[src/rtl/wb_pkg.sv]
// Shared types and constants for the write-back stage and its register file.
package wb_pkg;

  localparam int          XLEN_C      = 32;
  localparam int          REG_IDX_W   = 5;
  localparam logic [31:0] BUBBLE_INST = 32'h0;
  localparam logic [31:0] PC_STEP     = 32'd4;

  typedef enum logic [1:0] {
    WB_ALU  = 2'b00,
    WB_MEM  = 2'b01,
    WB_PC4  = 2'b10,
    WB_RSVD = 2'b11
  } wb_sel_e;

endpackage

[src/rtl/regfile_array.sv]
// Integer register file: x0 hardwired to zero, two asynchronous read ports.
// Optional same-cycle write-through is enabled by defining WB_BYPASS_EN.
module regfile_array
  import wb_pkg::*;
#(
  parameter int XLEN  = XLEN_C,
  parameter int NREGS = 32
) (
  input  logic                 clk,
  input  logic                 rst,
  input  logic                 we_i,
  input  logic [REG_IDX_W-1:0] waddr_i,
  input  logic [XLEN-1:0]      wdata_i,
  input  logic [REG_IDX_W-1:0] raddr1_i,
  input  logic [REG_IDX_W-1:0] raddr2_i,
  output logic [XLEN-1:0]      rdata1_o,
  output logic [XLEN-1:0]      rdata2_o
);

  logic [XLEN-1:0] mem_q [NREGS];

  // Index 0 is never written, so its storage stays at the reset value.
  always_ff @(posedge clk or posedge rst) begin
    if (rst) begin
      for (int i = 0; i < NREGS; i++) begin
        mem_q[i] <= '0;
      end
    end else if (we_i && (waddr_i != '0)) begin
      mem_q[waddr_i] <= wdata_i;
    end
  end

  always_comb begin
    rdata1_o = mem_q[raddr1_i];
    rdata2_o = mem_q[raddr2_i];
`ifdef WB_BYPASS_EN
    if (we_i && (waddr_i == raddr1_i)) rdata1_o = wdata_i;
    if (we_i && (waddr_i == raddr2_i)) rdata2_o = wdata_i;
`endif
    if (raddr1_i == '0) rdata1_o = '0;
    if (raddr2_i == '0) rdata2_o = '0;
  end

endmodule

[src/rtl/wb_regfile_unit.sv]
// Write-back stage: selects the write-back value, owns the register file and
// counts retired instructions. Optional macro WB_BYPASS_EN (see regfile_array).
module wb_regfile_unit
  import wb_pkg::*;
#(
  parameter int XLEN  = XLEN_C,
  parameter int NREGS = 32,
  parameter int CNT_W = 64
) (
  input  logic                 clk,
  input  logic                 rst,
  input  logic [1:0]           sel_wb_W,
  input  logic                 rf_en_W,
  input  logic [REG_IDX_W-1:0] rd_W,
  input  logic [XLEN-1:0]      inst_W,
  input  logic [XLEN-1:0]      pc_W,
  input  logic [XLEN-1:0]      alu_out_W,
  input  logic [XLEN-1:0]      out_data_W,
  input  logic [REG_IDX_W-1:0] rs1_addr,
  input  logic [REG_IDX_W-1:0] rs2_addr,
  output logic [XLEN-1:0]      rs1_data,
  output logic [XLEN-1:0]      rs2_data,
  output logic [XLEN-1:0]      wb_data_W,
  output logic                 wb_wr_W,
  output logic [CNT_W-1:0]     instret
);

  logic [CNT_W-1:0] instret_q;
  logic [CNT_W-1:0] instret_d;

  always_comb begin
    case (wb_sel_e'(sel_wb_W))
      WB_ALU:  wb_data_W = alu_out_W;
      WB_MEM:  wb_data_W = out_data_W;
      WB_PC4:  wb_data_W = pc_W + XLEN'(PC_STEP);
      default: wb_data_W = '0;
    endcase
  end

  assign wb_wr_W = rf_en_W && (rd_W != '0);

  regfile_array #(
    .XLEN  (XLEN),
    .NREGS (NREGS)
  ) u_regfile_array (
    .clk      (clk),
    .rst      (rst),
    .we_i     (wb_wr_W),
    .waddr_i  (rd_W),
    .wdata_i  (wb_data_W),
    .raddr1_i (rs1_addr),
    .raddr2_i (rs2_addr),
    .rdata1_o (rs1_data),
    .rdata2_o (rs2_data)
  );

  // Every non-bubble instruction retires here, whether or not it writes a register.
  always_comb begin
    instret_d = instret_q;
    if (inst_W != XLEN'(BUBBLE_INST)) instret_d = instret_q + 1'b1;
  end

  always_ff @(posedge clk or posedge rst) begin
    if (rst) instret_q <= '0;
    else     instret_q <= instret_d;
  end

  assign instret = instret_q;

endmodule

[config.mk]
export PLATFORM = sky130hd
export DESIGN_NAME = wb_regfile_unit
export DESIGN_NICKNAME = d
export VERILOG_FILES = /design/src/rtl/wb_pkg.sv /design/src/rtl/regfile_array.sv /design/src/rtl/wb_regfile_unit.sv
export SDC_FILE = /design/constraint.sdc
export NUM_CORES = 2
export LEC_CHECK = 0
export ABC_AREA = 1
export ABC_CLOCK_PERIOD_IN_PS = 57100
export CAP_MARGIN = 20
export CORE_MARGIN = 1.5
export CORE_UTILIZATION = 30
export DETAILED_ROUTE_END_ITERATION = 16
export PLACE_DENSITY_LB_ADDON = 0.05
export SYNTH_ARGS = -nofsm -noshare
export SYNTH_HDL_FRONTEND = slang
export SYNTH_SLANG_ARGS = --single-unit
[constraint.sdc]
create_clock -name clk -period 57.1 [get_ports clk]
set_input_delay 11.42 -clock clk [delete_from_list [all_inputs] [get_ports clk]]
set_output_delay 11.42 -clock clk [all_outputs]
set_load 0.01 [all_outputs]
==> summary.md <==
| Metric | Value |
|---|---|
| First-pass GRT wire length | 479,000 µm |
| WP buf/inv | 6 |
| Cts hold-fix bufs | 0 |
| MaxCap Viol Count | 0 |
| Final setup viols | 0 |
| Fraction of final layout cells sized beyond drive strength 1 | 5.40% |
| Cells after Synth | 9,937 |
| Initial DRC count | 7,756 |
| Fin crit period | 27.40 ns |
| Peak VDD IR | ~34 µV |
| H-tree Lvls | 4 |
| Critical path data arrival time | 15.98 ns |
| Ys Warns | 0 |
| CTS buffer count | 144 |
| Largest net degree at the start of global routing | 167 |
| P_leak | between 30 and 40 nW |
| Final global-route overflow total | 0 |
| Fin util | between 30% and 40% |
| Post-synth top flop | dfrtp_1 |
| Max stage delay cell, worst path | buf_4 |
| Netlist Area Pre-Place | around 0.064 mm² |
| Commonest cells after routing, fill and taps aside | nand2_1 (5,216), nand3_1 (1,384), dfrtp_1 (1,088) |
| WP data required | about 46 ns |
| CP cell instances | buf_8 -> inv_8 -> buf_4 -> buf_4 -> buf_4 -> nand3_1 -> nand3_1 -> nand2_1 -> nand2_1 -> nand2_1 -> nor2_1 -> nor2_1 -> clkdlybuf4s50_1 |
| DP HPWL | 193,000 µm |
| Hold WS | 0.401 ns |
| Syn Area/Cell | roughly 6.5 µm² |
| Delay-heaviest family, CP | buffers and inverters |
| Seq/Total Area, Yosys | 42.3% |
| Number of synthesized flops with an enable pin | 0 |
| CP Capture Type | primary output |
| Worst clock skew | 0.0256 ns |
| DIE WIDTH | 466 µm |
| Clock latency on the worst-skew pair | between 0.8 and 0.9 ns |
| Netlist cell types | 34 |
| Post-synth net total | 10,100 |
| CORE AREA | 0.213 mm² |
| Leading cell type in the layout, fill and taps excluded | nand2_1 |
| DR pass1 iterations | 6 |
| Fin. max-slew vios | 0 |
| Startpoint Class | input port |
| HP Class | flip-flop to flip-flop |
| Total negative slack | 0 ns |
| Final hold vios | 0 |
| Post-CTS resize count | 0 |
| Slew headroom | 18.0% |
| Worst slew pin tran | 1.23 ns |
| Total number of vias | 67,200 |
| Die Footprint | 0.217 mm² |
| Total global-route track usage | 30.2% |
| Post-route cell area | 0.0739 mm² |
| # DRC | 0 |
| DRT antenna net count | 0 |
| RSZ-0062 raised after global routing | false |
| Routed vias/inst | 5.28 |
| # nets final | 9,956 |
| P&R area growth vs syn | 14.8% |
| IO Port Bufs | 308 |
| Area of placed instances | 0.0692 mm² |
| Wire per inst | 26.2 µm |
| Kind of critical path | input port to primary output |
| Clock transition at the registers of the reported paths | 0.06 ns |
| Post-CTS setup repair buffer count | 0 |
| Root buf cell | clkbuf_16 |
| Gp weighted congestion | between 0.8 and 0.9 |
| Status | finished clean |
| Period utilization | 48.0% |
| Number of synthesized register bits | 1,088 |
| Clock sinks | 1,088 |
| Cell Pwr Density | 32.1 mW/mm² |
| Asr flop ratio synth | 100% |
| Chip Height | 466 µm |
| Initial antenna violation count | 5 |
| Boundary Pins | 309 |
| CTS tree | done |
| Vias in the first global route | roughly 64,000 |
| Worst stage delay on the critical path | 0.75 ns |
| Initial Utilization | 30.3% |
| Row count | 169 |
| Fmax | 0.0365 GHz |
| Clock Tree Buf Depth | 3 |
| Crit-path max FO | about 70 |
| Final wirelength | 334,000 µm |
[metrics by stage]
step | setup slack [ns] | instances | total power [mW]
floorplan | 15.05 | 9937 | 1.27
global placement | 29.74 | 12500 | 1.44
detailed placement | 29.76 | 12500 | 1.44
CTS | 29.75 | 12700 | 2.39
global route | 29.66 | 12700 | 2.49
finish | 29.70 | 12700 | 2.37
[power breakdown]
part	switching, mW	internal [mW]	total (mW)
sequential	0.0915	0.888	0.980
combinational	0.304	0.151	0.455
clock	0.384	0.556	0.940
total	0.780	1.60	2.37
[state kept, by name (all words and copies together) (netlist names)]
| name | cells |
|---|---|
| u_regfile_array.mem_q | 1024 |
| instret | 64 |
[worst register-to-register path, delay by kind of cell, from the launching register on]
kind / cells / cell delay [ns]
and+or+nand+nor: 8 / 1.48
buffers and inverters: 1 / 0.09
adders and majority gates: 1 / 0.24
DFF: 1 / 0.48
[per-layer routing]
layer | global-route usage (%) | routed length, µm | share of wire (%)
met5 | 0 | 0 | 0
met4 | 14.2 | 16700 | 5.0
met3 | 4.60 | 23400 | 7.0
met2 | 48.6 | 153000 | 46
met1 | 39.5 | 141000 | 42
[cell type report]
class	count	area (µm²)
fill	23000	139000
multi-input combinational	7815	32800
sequential	1088	27200
timing repair buffer	493	4600
clock buffer	216	4320
tap	2821	3530
inverter	264	1040
clock inverter	33	408
antenna	4	10.0
[path summary, 6_finish.rpt]
path | cells after the start | slack, ns | start | to
worst min-delay path | 0 | 0.40 | u_regfile_array.mem_q[997] | u_regfile_array.mem_q[997]
worst min register to register | 0 | 0.40 | u_regfile_array.mem_q[997] | u_regfile_array.mem_q[997]
worst max register to register | 10 | 54.71 | instret[1] | instret[52]
min in group asynchronous | 2 | 11.08 | rst | u_regfile_array.mem_q[390]
max in group asynchronous | 6 | 42.10 | rst | u_regfile_array.mem_q[799]
worst max-delay path | 13 | 29.70 | rs1_addr[1] | rs1_data[2]
[logic make-up (layout without fill, tap and decap cells)]
kind of cell,count (synthesis),after routing,synth area share [%]
compound gates,667,667,5.43
simple gates,7115,7115,44.6
fa+ha+maj,2,2,0.0389
xor+xnor,31,31,0.422
other cells,0,4,0
buf+inv,1034,1006,7.22
flops,1088,1088,42.3
[Yosys cell counts, types with 14 or more instances]
master / n / area (µm²)
a21oi_1: 204 / 1020
a22o_1: 16 / 140
buf_1: 73 / 274
buf_2: 292 / 1460
buf_4: 87 / 653
clkbuf_1: 308 / 1160
dfrtp_1: 1088 / 27200
inv_1: 217 / 815
inv_2: 45 / 169
nand2_1: 5219 / 19600
nand3_1: 1397 / 6990
nand3b_1: 14 / 105
nand4_1: 17 / 106
nor2_1: 412 / 1550
nor2_2: 24 / 150
nor3_1: 15 / 75.1
o211ai_1: 21 / 158
o21ai_0: 370 / 1850
o21ai_1: 32 / 160
o22ai_1: 18 / 113
xor2_1: 21 / 184
Power figures use the tool's default switching activity.
